File: config.mk
export PLATFORM = sky130hd
export DESIGN_NAME = csa_accumulator
export DESIGN_NICKNAME = d
export VERILOG_FILES = /design/src/rtl/csa_accumulator_pkg.sv /design/src/rtl/csa_accumulator_csa_row.sv /design/src/rtl/csa_accumulator.sv
export SDC_FILE = /design/constraint.sdc
export NUM_CORES = 1
export LEC_CHECK = 0
export CAP_MARGIN = 20
export CORE_MARGIN = 2
export CORE_UTILIZATION = 48
export CTS_CLUSTER_SIZE = 12
export DETAILED_ROUTE_END_ITERATION = 8
export PLACE_DENSITY = 0.71
export SLEW_MARGIN = 20
export SYNTH_ARGS = -nofsm -noshare
export SYNTH_HDL_FRONTEND = slang
export SYNTH_HIERARCHICAL = 1
export SYNTH_SLANG_ARGS = --single-unit
File: constraint.sdc
create_clock -name clk -period 6.3 [get_ports clk]
set_clock_uncertainty 0.1 [all_clocks]
set_input_delay 0.945 -clock clk [delete_from_list [all_inputs] [get_ports clk]]
set_output_delay 0.945 -clock clk [all_outputs]
set_load 0.005 [all_outputs]
File: src/rtl/csa_accumulator_pkg.sv
// Shared types and defaults for the carry-save packet accumulator.
// Also holds the full-adder cell that the compressor row is built from.
package csa_accumulator_pkg;

   typedef enum logic [1:0] {
      IDLE    = 2'd0,
      ACCUM   = 2'd1,
      RESOLVE = 2'd2,
      DONE    = 2'd3
   } state_e;

   localparam int DEF_N     = 32;
   localparam int DEF_CNT_W = 8;
   localparam int DEF_W     = DEF_N + DEF_CNT_W;

   // Full-adder cell: returns {carry, sum}.
   function automatic logic [1:0] full_add(input logic a, input logic b, input logic c);
      full_add = {(a & b) | (a & c) | (b & c), a ^ b ^ c};
   endfunction

endpackage

File: src/rtl/csa_accumulator_csa_row.sv
// W-bit 3:2 compressor: a+b+c == sum_o + carry_o (mod 2^W).
module csa_row
   import csa_accumulator_pkg::*;
#(
   parameter int W = DEF_W
) (
   input  logic [W-1:0] a_i,
   input  logic [W-1:0] b_i,
   input  logic [W-1:0] c_i,
   output logic [W-1:0] sum_o,
   output logic [W-1:0] carry_o
);

   logic [W-1:0] maj_s;

   for (genvar i = 0; i < W; i++) begin : g_bit
      assign {maj_s[i], sum_o[i]} = full_add(a_i[i], b_i[i], c_i[i]);
   end

   // Carry weight moves up one bit; the top carry falls off (mod 2^W).
   assign carry_o = maj_s << 1;

endmodule

File: src/rtl/csa_accumulator.sv
// Packet accumulator keeping a redundant sum/carry pair while beats arrive,
// then resolving the carries in place before presenting the result.
module csa_accumulator
   import csa_accumulator_pkg::*;
#(
   parameter int N     = DEF_N,
   parameter int CNT_W = DEF_CNT_W
) (
   input  logic                 clk,
   input  logic                 rst,
   input  logic                 in_valid,
   output logic                 in_ready,
   input  logic [N-1:0]         in_data,
   input  logic                 in_last,
   output logic                 out_valid,
   input  logic                 out_ready,
   output logic [N+CNT_W-1:0]   out_sum,
   output logic [CNT_W:0]       out_count,
   output logic                 overflow
);

   localparam int W = N + CNT_W;
   localparam logic [CNT_W:0] CNT_MAX = {1'b1, {CNT_W{1'b0}}};
   localparam logic [CNT_W:0] CNT_ONE = {{CNT_W{1'b0}}, 1'b1};

   state_e           state_q, state_d;
   logic [W-1:0]     s_q, s_d;
   logic [W-1:0]     c_q, c_d;
   logic [CNT_W:0]   cnt_q, cnt_d;
   logic             ovf_q, ovf_d;
   logic [W-1:0]     sum_q, sum_d;
   logic             in_ready_q;
   logic             out_valid_q;

   logic             accept_s;
   logic [W-1:0]     x_s;
   logic [W-1:0]     row_sum_s;
   logic [W-1:0]     row_carry_s;

   assign accept_s = in_valid & in_ready_q;
   assign x_s      = {{CNT_W{1'b0}}, in_data};

   csa_row #(.W(W)) u_row (
      .a_i     (s_q),
      .b_i     (c_q),
      .c_i     (x_s),
      .sum_o   (row_sum_s),
      .carry_o (row_carry_s)
   );

   // Next-state, datapath and counter update.
   always_comb begin
      state_d = state_q;
      s_d     = s_q;
      c_d     = c_q;
      cnt_d   = cnt_q;
      ovf_d   = ovf_q;
      sum_d   = sum_q;
      case (state_q)
         IDLE: begin
            if (accept_s) begin
               s_d     = x_s;
               c_d     = '0;
               cnt_d   = CNT_ONE;
               ovf_d   = 1'b0;
               state_d = in_last ? RESOLVE : ACCUM;
            end else begin
               state_d = IDLE;
            end
         end
         ACCUM: begin
            if (accept_s) begin
               s_d = row_sum_s;
               c_d = row_carry_s;
               if (cnt_q == CNT_MAX) begin
                  ovf_d = 1'b1;
               end else begin
                  cnt_d = cnt_q + CNT_ONE;
               end
               state_d = in_last ? RESOLVE : ACCUM;
            end else begin
               state_d = ACCUM;
            end
         end
         RESOLVE: begin
            // With no carries left, S alone is the sum.
            if (c_q == '0) begin
               sum_d   = s_q;
               state_d = DONE;
            end else begin
               s_d = s_q ^ c_q;
               c_d = (s_q & c_q) << 1;
            end
         end
         DONE: begin
            if (out_ready) begin
               state_d = IDLE;
            end else begin
               state_d = DONE;
            end
         end
         default: begin
            state_d = IDLE;
         end
      endcase
   end

   // State and output registers with synchronous reset.
   always_ff @(posedge clk) begin
      if (rst) begin
         state_q     <= IDLE;
         s_q         <= '0;
         c_q         <= '0;
         cnt_q       <= '0;
         ovf_q       <= 1'b0;
         sum_q       <= '0;
         in_ready_q  <= 1'b0;
         out_valid_q <= 1'b0;
      end else begin
         state_q     <= state_d;
         s_q         <= s_d;
         c_q         <= c_d;
         cnt_q       <= cnt_d;
         ovf_q       <= ovf_d;
         sum_q       <= sum_d;
         in_ready_q  <= (state_d == IDLE) || (state_d == ACCUM);
         out_valid_q <= (state_d == DONE);
      end
   end

   assign in_ready  = in_ready_q;
   assign out_valid = out_valid_q;
   assign out_sum   = sum_q;
   assign out_count = cnt_q;
   assign overflow  = ovf_q;

endmodule

==> results.md, run 1 <==
* Status: finished clean
* Synth top area share at 0.375
* Most used cell, CP: buf_4
* Final min period at 3.85 ns
* XOR/XNOR share of the synthesized area at 0.0119
* Logic pwr share at 0.106
* Seq pwr share at 0.429
* # setup viols final at 0
* # IOs at 89
* Fin worst setup slack at 2.45 ns
* Synth cell types at 43
* CP Cell Sequence: inv_1 -> ha_2 -> buf_4 -> nor2_1 -> a21oi_2 -> buf_4 -> a31oi_4 -> buf_8 -> nor2_2 -> buf_4 -> o2bb2ai_1
* Setup Fix Bufs, Post-CTS at 0
* Ant diodes at 0
* GR Util All Layers at 0.225
* Crit. End Element: register
* Worst rel slew slack at 0.359
* Antenna Nets Post-Route at 0
* Die Height at 126 µm
* Average vias per placed instance at 5.90
* Main combinational cell family by area after synthesis: compound AO/OA/AOI/OAI gates
* Slowest CP cell: buf_4
* Synth Area in Simple Gates at 0.111
* Primary FF master, synth: dfxtp_1
* Type of the worst setup path: register to register
* Cells on Worst Hold Path at 2
* Leading area contributor after synthesis: dfxtp_1
* Most common cell in the netlist: dfxtp_1
* Slowest stage delay, CP at 0.69 ns
* RSZ-0062 raised after global routing: false
* Clock transition at path regs at 0.06 ns
* # DRC at 0
* Worst Path Required at 6.54 ns
* Antenna violations before repair at 0
* Place WS at 2.15 ns
* Max frequency at 260 MHz
* DR vias at 6005
* MaxCap Viol Count at 0
* Number of global-route vias before repair at 6098
* Layout area overhead at 20.9%
* Yosys warnings at 6
* Adder-Cell Fraction of Synth Area at 0.190
* H-tree levels at 4
* I/O Buffers at 88
* Async S/R FF share, synth at 0
* CTS Buf Count at 17
* Mux share of post-synthesis cell area at 0.00140
* Root Buffer: clkbuf_16
* Synth Area in Compound Gates at 0.264
* Die width at 126 µm
* CTS tree: built
* CTS sink cnt at 134
* Hold Buf Count CTS at 0
* Post-synthesis cell area at 0.00715 mm²
* Power per Cell Area at 241 mW/mm²
* EDFF count, synth at 0
* Final period util at 0.610
* Maximum vdd ir drop at 165 µV
* Mean Syn Cell Area at 9.33 µm²
* First-pass GRT wire length at 29600 µm
* Rows at 44
* Clock power frac at 0.465
* Core Area at 0.0145 mm²
* Final Hold Fails at 0
* Max Root-Sink Buffers at 2
* Placed wire-length estimate at 11100 µm
* Yosys reg bits at 134
* Largest net degree at the start of global routing at 89
* Clk Latency, worst-skew pair at 0.42 ns
* Top cells by count, synth: dfxtp_1, nand2_1, a21oi_1
* Nets@finish at 943
* Buf/Inv on CP at 5
* Worst setup SP type: register
* Internal power at 1.57 mW
* Top cells by area, synth: dfxtp_1, fa_1, a22oi_1, ha_1, nand2_1
* Die area at 0.0159 mm²
* Starting Density at 0.492
* Violation count after the first detailed-route iteration at 464
* Crit path depth at 11
* Sw Ratio at 0.244
* CP max FO at 88
* Min-delay worst type: register to register
* Leak pwr at 3.08 nW
* Post-synthesis sequential area ratio at 0.375
* P_sw at 509 µW
* Layout cell share with drive strength beyond 1 at 0.0528
* Cts repair resizes at 0
* CP top delay family: buffers and inverters
* Routed length per instance at 17.1 µm
* Remaining Overflow, GRT at 0
* Critical Path AT at 4.09 ns
* GPL Wtd Cong at 0.825
* Reg2Reg Depth at 11
* Worst Max-Slew Pin Slew at 0.960 ns
* Drt total wl at 17300 µm
* Pre-Repair DR Iteration Count at 5
* Setup TNS at 0 ns
* Syn Inst Count at 766
* Fin. max-slew vios at 0
flip-flops by register name, indices dropped and copies added (netlist names):
signal,cells
out_count,9
c_q,40
out_valid,1
overflow,1
s_q,40
state_q,2
in_ready,1
out_sum,40
final timing paths:
kind / from / to / slack, ns
setup / recovery: state_q[1]$_SDFF_PP0_ / c_q[36]$_SDFFE_PP0P_ / 2.45
hold / removal: out_sum[36]$_SDFFE_PP0P_ / out_sum[36]$_SDFFE_PP0P_ / 0.35
setup reg to reg: state_q[1]$_SDFF_PP0_ / c_q[36]$_SDFFE_PP0P_ / 2.45
hold reg to reg: out_sum[36]$_SDFFE_PP0P_ / out_sum[36]$_SDFFE_PP0P_ / 0.35
layout by cell type, fill, tap and decap left out, types with 6 or more instances in the layout:
master and count:
nor4_1 9, clkbuf_1 7, clkdlybuf4s50_1 87, a22oi_1 79
or3_1 6, o211ai_1 33, nor2_1 15, buf_4 7
nand2_1 118, nand3_1 8, clkbuf_16 17, o2bb2ai_1 38
inv_1 6, ha_1 43, o21ai_0 42, a21oi_1 85
conb_1 9, dfxtp_1 134, fa_1 39
metal layers:
metal | wire [µm] | part of all wire | vias up | track usage
li1 | - | - | 2907 | -
met1 | 8030 | 0.46 | 2905 | 0.298
met2 | 8170 | 0.47 | 156 | 0.352
met3 | 742 | 0.043 | 37 | 0.0514
met4 | 405 | 0.023 | 0 | 0.103
met5 | 0 | 0 | - | 0
through the flow:
stage          utilization  total power, mW  cell area, µm²  hold WS [ns]  std cells
4_1_cts              0.594             2.09            8630         0.354       1016
3_3_place_gp         0.554             1.11            8060         0.342        985
2_1_floorplan            -             1.05            7170         0.353        773
3_5_place_dp         0.554             1.13            8060         0.347        985
5_1_grt              0.595             2.17            8640         0.377       1017
6_report             0.595             2.08            8640         0.351       1017
tightest hold or removal path, cell delays in order, from the launching register on:
cell and delay [ns]:
dfxtp_1 0.30, nand2_1 0.05, a21oi_1 0.05
area by class of cell:
| type | count | area (µm²) |
|---|---|---|
| clock buffers | 28 | 507 |
| clock inverters | 3 | 65.1 |
| fillers | 1269 | 5890 |
| inverters | 6 | 22.5 |
| multi-input cells | 566 | 4190 |
| flip-flops and latches | 134 | 2680 |
| well taps | 184 | 230 |
| repair buffers | 96 | 943 |
power by group through the flow:
stage / Sequential, mW / Combinational (mW) / Clock (mW)
6_report: 0.892 / 0.221 / 0.969
3_5_place_dp: 0.910 / 0.216 / 0
4_1_cts: 0.892 / 0.218 / 0.985
3_3_place_gp: 0.908 / 0.206 / 0
2_1_floorplan: 0.904 / 0.144 / 0
5_1_grt: 0.896 / 0.248 / 1.02
cells by family after synthesis:
kind of cell,count (synthesis)
XOR/XNOR,8
other,2
AO/OA/AOI/OAI,286
adder cells (fa/ha/maj),85
AND/OR/NAND/NOR,177
buffers and inverters,73
multiplexers,1
flip-flops,134
(Power assumes the default switching activity.)
==> run 2, diff against run 1 <==
- PLACE_DENSITY: 0.71 -> 0.73
- clock period: 6.3 -> 3.2 ns (I/O delays scaled with it)
==> run 2 against run 1 <==
Compared with the run above:
- critical path depth fell by 4
- utilization rose by 0.46 points
- flip-flop and latch count did not move
- largest power group unchanged
- via count rose by 0.73%
- register-to-register slack got worse by 2.0 ns
- worst hold slack got worse by 0.078 ns
- total power rose by 100%
- die area did not move
- critical path type unchanged
- sequential power rose by 97%
- wire length rose by 3.2%
- combinational power rose by 99%
==> results.md, run 2 (synthesized netlist as in run 1, its figures left out) <==
* MaxCap Viol Count at 0 (unchanged)
* Die Height at 126 µm (unchanged)
* Antenna violations before repair at 0 (unchanged)
* Layout area overhead at 21.8%
* Min-delay worst type: primary input to register
* Routed length per instance at 17.5 µm (+2.6%)
* Max frequency at 362 MHz (+39%)
* Average vias per placed instance at 5.91 (+0.14%)
* Most frequent cells in the layout: dfxtp_1, nand2_1, clkdlybuf4s50_1
* Die area at 0.0159 mm² (unchanged)
* Placed Instance Area at 0.00810 mm² (+0.50%)
* Reg-to-Reg End: s_q[38]$_SDFFE_PP0P_
* Setup TNS at 0 ns (unchanged)
* Starting Density at 0.492 (unchanged)
* Rows at 44 (unchanged)
* # setup viols final at 0 (unchanged)
* Antenna Nets Post-Route at 0 (unchanged)
* Reg2reg setup slack at 0.44 ns (-2.02 ns)
* Clk Latency, worst-skew pair at 0.43 ns (about the same)
* I/O Buffers at 88 (unchanged)
* Drt total wl at 17900 µm (+3.2%)
* Layout cell share with drive strength beyond 1 at 0.0644 (+0.0115)
* Fin worst setup slack at 0.436 ns (-2.02 ns)
* Place WS at 0.384 ns (-1.77 ns)
* Nets@finish at 948 (+0.53%)
* Final Hold Fails at 0 (unchanged)
* CTS Buf Count at 17 (unchanged)
* Hold Path Sink: s_q[38]$_SDFFE_PP0P_
* CTS tree: built
* Type of the worst setup path: register to register
* P_sw at 1.08 mW (+110%)
* Seq pwr share at 0.413 (-0.016)
* Logic pwr share at 0.103 (-0.003)
* H-tree levels at 4 (unchanged)
* Leading cell type in the layout, fill and taps excluded: dfxtp_1
* Power per Cell Area at 488 mW/mm² (+100%)
* CTS sink cnt at 134 (unchanged)
* # DRC at 0 (unchanged)
* Status: finished clean
* Die width at 126 µm (unchanged)
* Core Area at 0.0145 mm² (unchanged)
* Internal power at 3.17 mW (+100%)
* GR Util All Layers at 0.229 (+0.00346)
* Crit. End Element: register
* Remaining Overflow, GRT at 0 (unchanged)
* Worst rel slew slack at 0.401 (+0.0410)
* Largest net degree at the start of global routing at 88 (-1.1%)
* Number of global-route vias before repair at 6157 (+0.97%)
* Fillers at 1243 (-2.0%)
* Final Cell Area at 0.00871 mm² (+0.77%)
* Final min period at 2.76 ns (-1.08 ns)
* Worst setup SP type: register
* Fin. max-slew vios at 0 (unchanged)
* GPL Wtd Cong at 0.830 (+0.62%)
* Placed wire-length estimate at 11600 µm (+4.8%)
* Hold Buf Count CTS at 0 (unchanged)
* Sw Ratio at 0.254 (+0.00931)
* Reg2Reg Depth at 7 (-4)
* Ant diodes at 0 (unchanged)
* Violation count after the first detailed-route iteration at 405 (-13%)
* Clock transition at path regs at 0.06 ns (about the same)
* Setup Fix Bufs, Post-CTS at 0 (unchanged)
* WHS at 0.273 ns (-0.0783 ns)
* RSZ-0062 raised after global routing: false
* Cells on Worst Hold Path at 2 (unchanged)
* Worst Path Required at 3.42 ns (-3.12 ns)
* Max Root-Sink Buffers at 2 (unchanged)
* Worst Hold Launch: rst
* Critical Path AT at 2.99 ns (-1.10 ns)
* Cts repair resizes at 0 (unchanged)
* FF-to-FF Start: state_q[0]$_SDFF_PP0_
* Worst Max-Slew Pin Slew at 0.899 ns (-0.0605 ns)
* Pre-Repair DR Iteration Count at 5 (unchanged)
* First-pass GRT wire length at 29800 µm (+0.89%)
* # IOs at 89 (unchanged)
* CP max FO at 81 (-8.0%)
* Clock power frac at 0.484 (+0.019)
* Maximum vdd ir drop at 378 µV (+130%)
* Final period util at 0.864 (+0.253)
* Leak pwr at 3.12 nW (+1.2%)
* Root Buffer: clkbuf_16
* DR vias at 6049 (+0.73%)
* FF+latch area at 0.00268 mm² (unchanged)
* Multi-input gate area at 0.00419 mm² (-0.12%)
run 2: changes by cell type in the layout (fill, tap and decap cells not counted), sizes merged:
cell,previous run,this run
buf,9,14
clkbuf,28,19
inv,6,7
bufinv,2,4
clkinv,1,5
clkinvlp,0,3
run 2: final cells by class:
| class | count | area share |
|---|---|---|
| clock inverter | 13 | 0.0207 |
| sequential | 134 | 0.308 |
| clock buffer | 19 | 0.0497 |
| inverter | 6 | 0.00259 |
| tap | 184 | 0.0264 |
| multi-input combinational | 566 | 0.481 |
| timing repair buffer | 101 | 0.112 |
run 2: worst max path at each step:
stage | from | endpoint | slack [ns] | depth (start not counted)
global route | state_q[0]$_SDFF_PP0_ | s_q[38]$_SDFFE_PP0P_ | 0.24 | 7
global placement | in_valid | c_q[16]$_SDFFE_PP0P_ | 0.50 | 7
finish | state_q[0]$_SDFF_PP0_ | s_q[38]$_SDFFE_PP0P_ | 0.44 | 7
floorplan | state_q[0]$_SDFF_PP0_ | c_q[10]$_SDFFE_PP0P_ | 1.08 | 10
CTS | state_q[0]$_SDFF_PP0_ | s_q[38]$_SDFFE_PP0P_ | 0.45 | 7
detailed placement | in_valid | c_q[21]$_SDFFE_PP0P_ | 0.38 | 7
run 2: critical path, cell delays in order (launching register included):
cell and delay [ns]:
dfxtp_1 0.34, inv_1 0.12, ha_2 0.22, buf_4 0.67
a21o_1 0.22, nand2_1 0.18, or3_4 0.58, o32ai_1 0.21
run 2: layer usage:
layer	part of all wire	up-vias	track usage	wire [µm]
met2	0.50	139	0.390	9010
met1	0.45	2973	0.292	8000
li1	-	2912	-	-
met4	0.012	0	0.0711	212
met3	0.037	25	0.0480	671
met5	0	-	0	0
run 2: per-stage QoR:
step                std cells  power [mW]   util
finish                   1023        4.25  0.599
global placement          991        2.20  0.557
CTS                      1023        4.26  0.599
global route             1023        4.40  0.599
floorplan                 773        2.06      -
detailed placement        991        2.22  0.557
run 2: power by group through the flow:
| stage | Clock, mW | Sequential, mW | Combinational (mW) |
|---|---|---|---|
| 5_1_grt | 2.14 | 1.76 | 0.490 |
| 3_3_place_gp | 0 | 1.79 | 0.409 |
| 4_1_cts | 2.06 | 1.76 | 0.437 |
| 2_1_floorplan | 0 | 1.78 | 0.283 |
| 6_report | 2.06 | 1.76 | 0.439 |
| 3_5_place_dp | 0 | 1.79 | 0.428 |
